--- src/rtl/snow64_long_div_arb_pkg.sv ---
`default_nettype none
// +----------------------------------------------------------------------+
// | snow64_long_div_arb_pkg                                              |
// | Shared types and widths for the long-divider arbiter.                |
// | Rev 1.0 - initial release                                            |
// +----------------------------------------------------------------------+
package snow64_long_div_arb_pkg;

  localparam int unsigned C_DIVIDEND_W      = 16;
  localparam int unsigned C_DIVISOR_W       = 8;
  localparam int unsigned C_QUOT_W          = 16;
  localparam int unsigned C_NUM_REQ_DEFAULT = 4;

  typedef enum logic [2:0] {
    ST_SYNC  = 3'd0,
    ST_IDLE  = 3'd1,
    ST_ISSUE = 3'd2,
    ST_BUSY  = 3'd3,
    ST_RESP  = 3'd4
  } LongDivArbState;

endpackage
`default_nettype wire

--- src/rtl/snow64_rr_picker.sv ---
`default_nettype none
// +----------------------------------------------------------------------+
// | snow64_rr_picker                                                     |
// | Combinational round-robin picker: first valid above last_grant,      |
// | wrapping to the lowest valid index.                                  |
// | Rev 1.0 - initial release                                            |
// +----------------------------------------------------------------------+
module snow64_rr_picker #(
  parameter int NUM_REQ = 4,
  parameter int ID_W    = $clog2(NUM_REQ)
) (
  input  logic [NUM_REQ-1:0] req_valid,
  input  logic [ID_W-1:0]    last_grant,
  output logic [NUM_REQ-1:0] grant,
  output logic [ID_W-1:0]    grant_id,
  output logic               any_valid
);

  logic            hi_hit;
  logic            lo_hit;
  logic [ID_W-1:0] hi_id;
  logic [ID_W-1:0] lo_id;

  // Two ascending searches: above last_grant first, then the wrapped part.
  always_comb begin
    hi_hit = 1'b0;
    lo_hit = 1'b0;
    hi_id  = '0;
    lo_id  = '0;
    for (int i = 0; i < NUM_REQ; i++) begin
      if (req_valid[i]) begin
        if (i > int'(last_grant)) begin
          if (!hi_hit) begin
            hi_hit = 1'b1;
            hi_id  = ID_W'(i);
          end
        end else if (!lo_hit) begin
          lo_hit = 1'b1;
          lo_id  = ID_W'(i);
        end
      end
    end
    grant_id  = hi_hit ? hi_id : lo_id;
    any_valid = hi_hit | lo_hit;
    grant     = any_valid ? (NUM_REQ'(1) << grant_id) : '0;
  end

endmodule
`default_nettype wire

--- src/rtl/long_div_u16_by_u8_arbiter.sv ---
`default_nettype none
// +----------------------------------------------------------------------+
// | long_div_u16_by_u8_arbiter                                           |
// | Round-robin sequencer sharing one 16/8 divider among NUM_REQ users.  |
// | Option macro: SNOW64_LONG_DIV_ARB_DIV0_FLAG_EN adds rsp_div0.        |
// | Rev 1.0 - initial release                                            |
// +----------------------------------------------------------------------+
module long_div_u16_by_u8_arbiter
  import snow64_long_div_arb_pkg::*;
#(
  parameter int NUM_REQ = C_NUM_REQ_DEFAULT
) (
  input  logic                              clk,
  input  logic                              rst,
  input  logic [NUM_REQ-1:0]                req_valid,
  output logic [NUM_REQ-1:0]                req_ready,
  input  logic [NUM_REQ*C_DIVIDEND_W-1:0]   req_a,
  input  logic [NUM_REQ*C_DIVISOR_W-1:0]    req_b,
  output logic                              rsp_valid,
  input  logic                              rsp_ready,
  output logic [$clog2(NUM_REQ)-1:0]        rsp_id,
  output logic [C_QUOT_W-1:0]               rsp_quot,
`ifdef SNOW64_LONG_DIV_ARB_DIV0_FLAG_EN
  output logic                              rsp_div0,
`endif
  output logic                              div_start,
  output logic [C_DIVIDEND_W-1:0]           div_a,
  output logic [C_DIVISOR_W-1:0]            div_b,
  input  logic                              div_can_accept,
  input  logic                              div_data_valid,
  input  logic [C_QUOT_W-1:0]               div_data
);

  localparam int ID_W = $clog2(NUM_REQ);

  LongDivArbState            state_q, state_d;
  logic [ID_W-1:0]           last_grant_q, last_grant_d;
  logic [ID_W-1:0]           id_q, id_d;
  logic [C_DIVIDEND_W-1:0]   a_q, a_d;
  logic [C_DIVISOR_W-1:0]    b_q, b_d;
  logic                      start_q, start_d;
  logic                      rsp_valid_q, rsp_valid_d;
  logic [C_QUOT_W-1:0]       quot_q, quot_d;
`ifdef SNOW64_LONG_DIV_ARB_DIV0_FLAG_EN
  logic                      div0_q, div0_d;
`endif

  logic [NUM_REQ-1:0]        pick_grant;
  logic [ID_W-1:0]           pick_id;
  logic                      pick_any;

  snow64_rr_picker #(
    .NUM_REQ (NUM_REQ),
    .ID_W    (ID_W)
  ) u_picker (
    .req_valid  (req_valid),
    .last_grant (last_grant_q),
    .grant      (pick_grant),
    .grant_id   (pick_id),
    .any_valid  (pick_any)
  );

  always_comb begin
    state_d      = state_q;
    last_grant_d = last_grant_q;
    id_d         = id_q;
    a_d          = a_q;
    b_d          = b_q;
    start_d      = 1'b0;
    rsp_valid_d  = rsp_valid_q;
    quot_d       = quot_q;
`ifdef SNOW64_LONG_DIV_ARB_DIV0_FLAG_EN
    div0_d       = div0_q;
`endif
    req_ready    = '0;
    case (state_q)
      // The divider has no reset; wait until it is idle before using it.
      ST_SYNC: begin
        if (div_can_accept) state_d = ST_IDLE;
      end
      ST_IDLE: begin
        req_ready = pick_grant;
        if (pick_any) begin
          a_d          = req_a[32'(pick_id)*C_DIVIDEND_W +: C_DIVIDEND_W];
          b_d          = req_b[32'(pick_id)*C_DIVISOR_W +: C_DIVISOR_W];
          id_d         = pick_id;
          last_grant_d = pick_id;
          start_d      = 1'b1;
          state_d      = ST_ISSUE;
        end
      end
      // Completion is not looked at here: data_valid may still be stale.
      ST_ISSUE: begin
        state_d = ST_BUSY;
      end
      ST_BUSY: begin
        if (div_data_valid && div_can_accept) begin
          quot_d      = div_data;
`ifdef SNOW64_LONG_DIV_ARB_DIV0_FLAG_EN
          div0_d      = (b_q == '0);
`endif
          rsp_valid_d = 1'b1;
          state_d     = ST_RESP;
        end
      end
      ST_RESP: begin
        if (rsp_ready) begin
          rsp_valid_d = 1'b0;
          state_d     = ST_IDLE;
        end
      end
      default: begin
        state_d = ST_SYNC;
      end
    endcase
  end

  always_ff @(posedge clk) begin
    if (rst) begin
      state_q      <= ST_SYNC;
      last_grant_q <= ID_W'(NUM_REQ - 1);
      id_q         <= '0;
      a_q          <= '0;
      b_q          <= '0;
      start_q      <= 1'b0;
      rsp_valid_q  <= 1'b0;
      quot_q       <= '0;
`ifdef SNOW64_LONG_DIV_ARB_DIV0_FLAG_EN
      div0_q       <= 1'b0;
`endif
    end else begin
      state_q      <= state_d;
      last_grant_q <= last_grant_d;
      id_q         <= id_d;
      a_q          <= a_d;
      b_q          <= b_d;
      start_q      <= start_d;
      rsp_valid_q  <= rsp_valid_d;
      quot_q       <= quot_d;
`ifdef SNOW64_LONG_DIV_ARB_DIV0_FLAG_EN
      div0_q       <= div0_d;
`endif
    end
  end

  assign rsp_valid = rsp_valid_q;
  assign rsp_id    = id_q;
  assign rsp_quot  = quot_q;
  assign div_start = start_q;
  assign div_a     = a_q;
  assign div_b     = b_q;
`ifdef SNOW64_LONG_DIV_ARB_DIV0_FLAG_EN
  assign rsp_div0  = div0_q;
`endif

endmodule
`default_nettype wire
--- config.mk ---
export PLATFORM = sky130hd
export DESIGN_NAME = long_div_u16_by_u8_arbiter
export DESIGN_NICKNAME = d
export VERILOG_FILES = /design/src/rtl/snow64_long_div_arb_pkg.sv /design/src/rtl/snow64_rr_picker.sv /design/src/rtl/long_div_u16_by_u8_arbiter.sv
export SDC_FILE = /design/constraint.sdc
export NUM_CORES = 1
export LEC_CHECK = 0
export BUFFER_PORTS_ARGS = -buffer_cell sky130_fd_sc_hd__buf_4
export CORE_ASPECT_RATIO = 0.7
export CORE_MARGIN = 2
export CORE_UTILIZATION = 49
export CTS_BUF_LIST = sky130_fd_sc_hd__clkbuf_8
export CTS_CLUSTER_SIZE = 16
export DETAILED_ROUTE_END_ITERATION = 10
export MAX_ROUTING_LAYER = met4
export PLACE_DENSITY = 0.84
export SKIP_CTS_REPAIR_TIMING = 1
export SYNTH_ARGS = -nofsm -noshare
export SYNTH_HDL_FRONTEND = slang
export SYNTH_SLANG_ARGS = --single-unit
--- constraint.sdc ---
create_clock -name clk -period 4.05 [get_ports clk]
set_input_delay 0.405 -clock clk [delete_from_list [all_inputs] [get_ports clk]]
set_output_delay 0.405 -clock clk [all_outputs]
set_load 0.01 [all_outputs]
==> metrics.md, run 1 <==
| Metric | Value |
|---|---|
| Synthesized area | `0.00296 sq mm` |
| Worst Path Arrival | `2.42 ns` |
| Die Area | `0.00668 sq mm` |
| Initial core utilization | `0.511` |
| Main combinational cell family by area after synthesis | `simple AND/OR/NAND/NOR gates` |
| Initial antenna violation count | `0` |
| Simple-gate area share of the yosys netlist | `0.259` |
| CTS root buffer | `clkbuf_8` |
| Final worst slack | `1.23 ns` |
| Worst vdd ir | `0.000224 V` |
| Clock skew | `0.00996 ns` |
| Top FF cell, synth | `dfxtp_1` |
| Kind of critical path | `reg2out` |
| #FFs+latches synth | `49` |
| Compound-Gate Fraction of Synth Area | `0.222` |
| Worst-case clock buffer depth | `2` |
| Largest net degree at the start of global routing | `50` |
| WP data required | `3.64 ns` |
| Non-Filler Instances | `578` |
| Syn nets | `478` |
| Final setup vio count | `0` |
| Layout cells sized above 1 | `0.433` |
| Synth Area in Adders | `0` |
| Pwr Density | `383 mW/mm^2` |
| Clock period minus worst slack | `2.82 ns` |
| # rows | `23` |
| Worst setup EP type | `primary output` |
| Final period utilization | `0.696` |
| Yosys cell types | `41` |
| GPL Wtd Cong | `0.954` |
| Syn avg cell area | `8.28 sq um` |
| Internal power | `0.00106 W` |
| Clk pwr share | `0.215` |
| Layout Utilization | `0.741` |
| Layout area overhead | `45.0%` |
| Clk slew on worst S/H paths | `0.10 ns` |
| Global Route Usage Sum | `0.273` |
| H-Tree Depth | `2` |
| Crit path top cell by count | `buf_4` |
| Worst min path class | `in2reg` |
| Final setup TNS | `0 ns` |
| Layout net count | `623` |
| Dpl ws | `1.29 ns` |
| Clock Latency Late Sink | `0.30 ns` |
| Die W | `96.8 um` |
| Core area | `0.00578 sq mm` |
| DP Cell Count | `570` |
| DR pass1 iterations | `5` |
| # Max-Cap Violations | `0` |
| Residual antenna-violating net count after detailed routing | `0` |
| Most common cell after layout, fill and taps aside | `buf_4` |
| Seq pwr share | `0.372` |
| CP cell instances | `nand2b_1 > a21o_1 > nand3_2 > buf_4 > nor2b_1 > buf_4` |
| Fmax | `355 MHz` |
| Synth Area in XOR/XNOR | `0` |
| Async SR Flop Fraction | `0` |
| Via density per instance | `5.71` |
| Max_slew headroom | `0.304` |
| Max Slew Vio Count | `0` |
| DRC viols | `0` |
| I/O Pins | `169` |
| Sequential area share after synthesis | `0.332` |
| Via count | `3299` |
| Worst path slowest cell | `dfxtp_1` |
| Most frequent cells in the layout | `172 x buf_4, 53 x nand2_1, 50 x nand3_1, 49 x dfxtp_1, 23 x a21oi_1` |
| CP max FO | `19` |
| Number of synthesized flops with an enable pin | `0` |
| Worst-Margin Slew | `1.04 ns` |
| Run status | `complete, no violations` |
| RSZ-0062 raised after global routing | `false` |
| Dpl hpwl | `7090 um` |
| Post-synthesis mux area share | `0.119` |
| Synth Instances | `357` |
| Yosys Warn Count | `0` |
| Die Y | `69.0 um` |
| TritonCTS sink count | `49` |
| Logic gate share of total power | `0.413` |
| Startpoint Class | `flop` |
| Grt ovf | `0` |
| CTS tree | `done` |
| CTS Buf Count | `5` |
| First-pass GRT wire length | `14400 um` |
| Vias in the first global route | `2969` |
| Total power | `0.00164 W` |
| ANT cells | `0` |
| Switching power | `0.000581 W` |
| Routed WL | `9340 um` |
| Routed length per instance | `16.2 um` |
| # port buffers | `168` |
| Switching part of the total | `0.354` |
| Max incr delay on CP | `0.48 ns` |
| Leak pwr | `1.79 nW` |
| DR iter-0 viols | `181` |
| Hold Violations, Final | `0` |
[cell families after synthesis]
family,count (synthesis)
simple gates,151
flops,49
compound gates,82
buf+inv,42
mux,33
[per-layer routing]
layer | wire (um) | vias to the layer above | track usage
li1 | - | 1590 | -
met1 | 4070 | 1547 | 0.358
met2 | 4480 | 156 | 0.454
met3 | 741 | 6 | 0.0514
met4 | 45 | 0 | 0.0475
met5 | 0 | - | -
[worst paths after layout]
| path | endpoint | slack (ns) | from | cells past startpoint |
|---|---|---|---|---|
| worst max register to register | div_a[9] | 1.63 | last_grant_q[0] | 6 |
| worst min register to register | rsp_quot[15] | 0.46 | rsp_quot[15] | 2 |
| worst max-delay path | req_ready[2] | 1.23 | last_grant_q[0] | 6 |
| worst min-delay path | div_a[14] | 0.31 | req_a[30] | 3 |
[cell type report]
type / count / area [sq um]
clock buffer: 5 / 68.8
clock inverter: 3 / 42.5
fill: 440 / 1500
inverter: 8 / 30.0
multi-input combinational: 266 / 1780
sequential: 49 / 981
tap: 75 / 93.8
timing repair buffer: 172 / 1290
[registers in the layout, indices dropped and copies added, names as in the netlist]
name	flops
rsp_valid	1
div_a	16
last_grant_q	2
div_start	1
div_b	8
state_q	3
rsp_id	2
rsp_quot	16
[power by group through the flow]
stage	clock network, W	registers (W)	logic [W]
detailed placement	0	0.000619	0.000675
CTS	0.000352	0.000609	0.000677
global placement	0	0.000616	0.000658
finish	0.000352	0.000610	0.000678
floorplan	0	0.000623	0.000416
global route	0.000369	0.000619	0.000739
[worst max-delay path: cells and delay by family, from the launching register on]
family                 cells  cell delay (ns)
DFF                        1             0.48
buffers and inverters      2             0.54
and+or+nand+nor            3             0.74
AOI/OAI and AO/OA          1             0.35
[metrics by stage]
step                      hold slack, ns  area (sq um)
after floorplan                    0.481          2960
final                              0.306          4290
after CTS                          0.309          4290
after detailed placement           0.450          4170
after global placement             0.443          4170
after global routing               0.310          4290
[synth_stat cells (2+ instances only)]
cell        n  share of area
nand2_1    53          0.067
nand3_1    51          0.086
dfxtp_1    49           0.33
a21oi_1    23          0.039
a31oi_1    18          0.038
clkbuf_1   17          0.022
mux2_2     17          0.065
mux2i_1    16          0.054
o211ai_1   14          0.036
o221ai_2   14          0.071
buf_2      11          0.019
and2_1     10          0.021
nor2_1     10          0.013
inv_1       8          0.010
and4_1      7          0.021
nand2b_1    4         0.0085
nor2b_1     4         0.0085
a2bb2oi_1   3         0.0089
buf_6       3          0.011
o21ai_0     3         0.0051
buf_4       2         0.0051
Note: power is estimated with default switching activity, not from simulation.
==> run 2: changes to the inputs <==
- ABC_AREA: unset -> 1
- CORE_UTILIZATION: 49 -> 45
- PLACE_DENSITY: 0.84 -> 0.78
- clock period: 4.05 -> 2.8 ns (I/O delays scaled with it)
==> run 2 against run 1 <==
Against the previous run: routed wire length grew 2.7%; utilization shrank 5.7 points; register-to-register slack lost 1.0 ns; final cell count grew 20%; clock power grew 76%; critical path type unchanged; sequential cell count is the same; die area grew 5.9%; worst setup slack lost 0.93 ns; clock skew shrank 0.0022 ns; sequential power grew 32%.
==> metrics.md, run 2 <==
| Metric | Value |
|---|---|
| Clock skew | `0.00772 ns (-0.00223 ns)` |
| Worst-Margin Slew | `0.507 ns (-0.535 ns)` |
| Top cells by count, synth | `157 x nand2_1, 89 x nor2_1, 76 x nand3_1` |
| Placed Area | `0.00410 sq mm (-1.8%)` |
| Hold Violations, Final | `0 (unchanged)` |
| Via count | `3564 (+8.0%)` |
| Sequential area share after synthesis | `0.340 (+0.00821)` |
| Global Route Usage Sum | `0.269 (-0.00393)` |
| Worst vdd ir | `0.000283 V (+26%)` |
| Layout area overhead | `47.4%` |
| Pwr Density | `527 mW/mm^2 (+38%)` |
| Max incr delay on CP | `0.41 ns (-0.07 ns)` |
| Worst R2R Setup Slack | `0.61 ns (-1.02 ns)` |
| Die Area | `0.00708 sq mm (+5.9%)` |
| Largest net degree at the start of global routing | `53 (+6.0%)` |
| Leak pwr | `2.34 nW (+31%)` |
| Most frequent cells in the layout | `172 x buf_4, 157 x nand2_1, 89 x nor2_1, 76 x nand3_1, 49 x dfxtp_1` |
| Max Slew Vio Count | `0 (unchanged)` |
| Final period utilization | `0.892` |
| Kind of critical path | `reg2out` |
| Post-synthesis mux area share | `0 (-0.119)` |
| #FFs+latches synth | `49 (unchanged)` |
| Reg area | `981 sq um (unchanged)` |
| WP data required | `2.52 ns (-1.12 ns)` |
| Compound-Gate Fraction of Synth Area | `0.0534 (-0.168)` |
| Top FF cell, synth | `dfxtp_1` |
| Simple-gate area share of the yosys netlist | `0.523 (+0.264)` |
| Worst-case clock buffer depth | `2 (unchanged)` |
| # port buffers | `168 (unchanged)` |
| Worst min path class | `in2reg` |
| Core area | `0.00622 sq mm (+7.5%)` |
| H-Tree Depth | `2 (unchanged)` |
| DR pass1 iterations | `5 (unchanged)` |
| Routed WL | `9600 um (+2.7%)` |
| Worst Path Arrival | `2.22 ns (-0.20 ns)` |
| Clk slew on worst S/H paths | `0.10 ns (about the same)` |
| CTS root buffer | `clkbuf_8` |
| Routed length per instance | `13.8 um (-14%)` |
| Layout cells sized above 1 | `0.326 (-0.107)` |
| Initial antenna violation count | `0 (unchanged)` |
| Via density per instance | `5.14 (-10%)` |
| Post-route design area | `0.00425 sq mm (-0.82%)` |
| Synth area leader | `dfxtp_1` |
| Clock Latency Late Sink | `0.30 ns (about the same)` |
| RSZ-0062 raised after global routing | `false` |
| Main combinational cell family by area after synthesis | `simple AND/OR/NAND/NOR gates` |
| CTS tree | `done` |
| # rows | `24 (+4.3%)` |
| Startpoint Class | `flop` |
| Syn avg cell area | `6.23 sq um (-25%)` |
| Clock period minus worst slack | `2.50 ns` |
| Worst path slowest cell | `dfxtp_1` |
| # Max-Cap Violations | `0 (unchanged)` |
| Top-area cell type share of the netlist area | `0.340 (+0.00821)` |
| Crit path top cell by count | `inv_1` |
| Run status | `complete, no violations` |
| Max_slew headroom | `0.662 (+0.358)` |
| Synth Area in Adders | `0 (unchanged)` |
| DRC viols | `0 (unchanged)` |
| Vias in the first global route | `3240 (+9.1%)` |
| Die Y | `71.0 um (+2.9%)` |
| TritonCTS sink count | `49 (unchanged)` |
| Number of synthesized flops with an enable pin | `0 (unchanged)` |
| Syn nets | `584 (+22%)` |
| Fmax | `400 MHz` |
| Final setup TNS | `0 ns (unchanged)` |
| First-pass GRT wire length | `15200 um (+5.4%)` |
| Yosys Warn Count | `0 (unchanged)` |
| CP max FO | `30 (+11)` |
| CP cell instances | `inv_2 > o21ai_2 > inv_1 > nand3_2 > nand2_4 > nor2_8 > inv_1 > nor2_1 > buf_4` |
| Async SR Flop Fraction | `0 (unchanged)` |
| Family with the most delay on the worst path | `simple AND/OR/NAND/NOR gates` |
| GPL Wtd Cong | `0.898 (-5.9%)` |
| Worst setup EP type | `primary output` |
| Worst path bufs/invs | `4 (+2)` |
| Synth top area cells | `dfxtp_1 34%, nand2_1 20%, nand3_1 13%` |
| Residual antenna-violating net count after detailed routing | `0 (unchanged)` |
| Die W | `99.7 um (+3.0%)` |
| Synth Area in XOR/XNOR | `0 (unchanged)` |
| CTS Buf Count | `5 (unchanged)` |
| Grt ovf | `0 (unchanged)` |
| Yosys cell types | `31 (-24%)` |
| Dpl hpwl | `6950 um (-2.0%)` |
| Layout net count | `736 (+18%)` |
| WHS | `0.196 ns (-0.110 ns)` |
| Area of the multi-input gates | `0.00168 sq mm (-5.8%)` |
| FILL cells | `542 (+23%)` |
| Initial core utilization | `0.464 (-0.0470)` |
| Most common cell in the netlist | `nand2_1` |
| Synthesized area | `0.00288 sq mm (-2.4%)` |
| ANT cells | `0 (unchanged)` |
| Most common cell after layout, fill and taps aside | `buf_4` |
| Final setup vio count | `0 (unchanged)` |
| Synth Instances | `463 (+30%)` |
| DR iter-0 viols | `238 (+31%)` |
| I/O Pins | `169 (unchanged)` |
-- run 2: changes by cell type in the layout (fill, tap and decap cells not counted), moves of 7 or more --
cell,before,now
mux2i_1,16,0
o21ai_0,3,17
o221ai_2,14,0
nand2_1,53,157
mux2_2,17,0
and4_1,7,0
nor2_1,10,89
and2_1,10,0
a31oi_1,18,1
a21oi_1,23,4
o211ai_1,14,1
nand3_1,50,76
-- run 2: path summary, 6_finish.rpt --
kind / start / to / cells after the start
setup / recovery: last_grant_q[1] / req_ready[2] / 9
hold / removal: div_data[13] / rsp_quot[13] / 3
setup reg to reg: last_grant_q[1] / div_b[0] / 10
hold reg to reg: rsp_valid / rsp_valid / 2
-- run 2: layout make-up --
type	count	share of cell area
timing repair buffer	172	0.304
clock buffer	5	0.0162
sequential	49	0.231
clock inverter	3	0.0162
multi-input combinational	369	0.394
inverter	18	0.0159
tap	78	0.0230
-- run 2: worst reg2reg max path, stage by stage (launching register included) --
cell and delay [ns]:
dfxtp_1 0.41, nand3_2 0.16, o21ai_1 0.16, nand2_1 0.10
nand2_4 0.25, nand2_8 0.29, nor2_8 0.42, nand3_1 0.15
nand2_1 0.09, nor2_1 0.05, nor2_1 0.07
-- run 2: power by group --
group / internal [W] / switching, W
clock network: 0.000360 / 0.000258
registers: 0.000764 / 0.0000426
logic: 0.000342 / 0.000473
total: 0.00147 / 0.000773
-- run 2: logic make-up after synthesis --
group,Yosys count
AOI/OAI and AO/OA,28
buffers and inverters,45
DFF,49
and+or+nand+nor,341
-- run 2: per-stage QoR --
stage / std cells / setup WS [ns] / utilization / total power, W
2_1_floorplan: 463 / 1.07 / - / 0.00134
4_1_cts: 694 / 0.0760 / 0.682 / 0.00224
3_3_place_gp: 686 / 0.432 / 0.659 / 0.00161
6_report: 694 / 0.303 / 0.684 / 0.00224
3_5_place_dp: 686 / 0.349 / 0.659 / 0.00162
5_1_grt: 694 / 0.124 / 0.684 / 0.00237
-- run 2: metal layers --
| layer | vias to the layer above | share of wire | track usage |
|---|---|---|---|
| li1 | 1778 | - | - |
| met1 | 1618 | 0.43 | 0.345 |
| met2 | 158 | 0.48 | 0.450 |
| met3 | 10 | 0.079 | 0.0484 |
| met4 | 0 | 0.011 | 0.0533 |
| met5 | - | 0 | - |
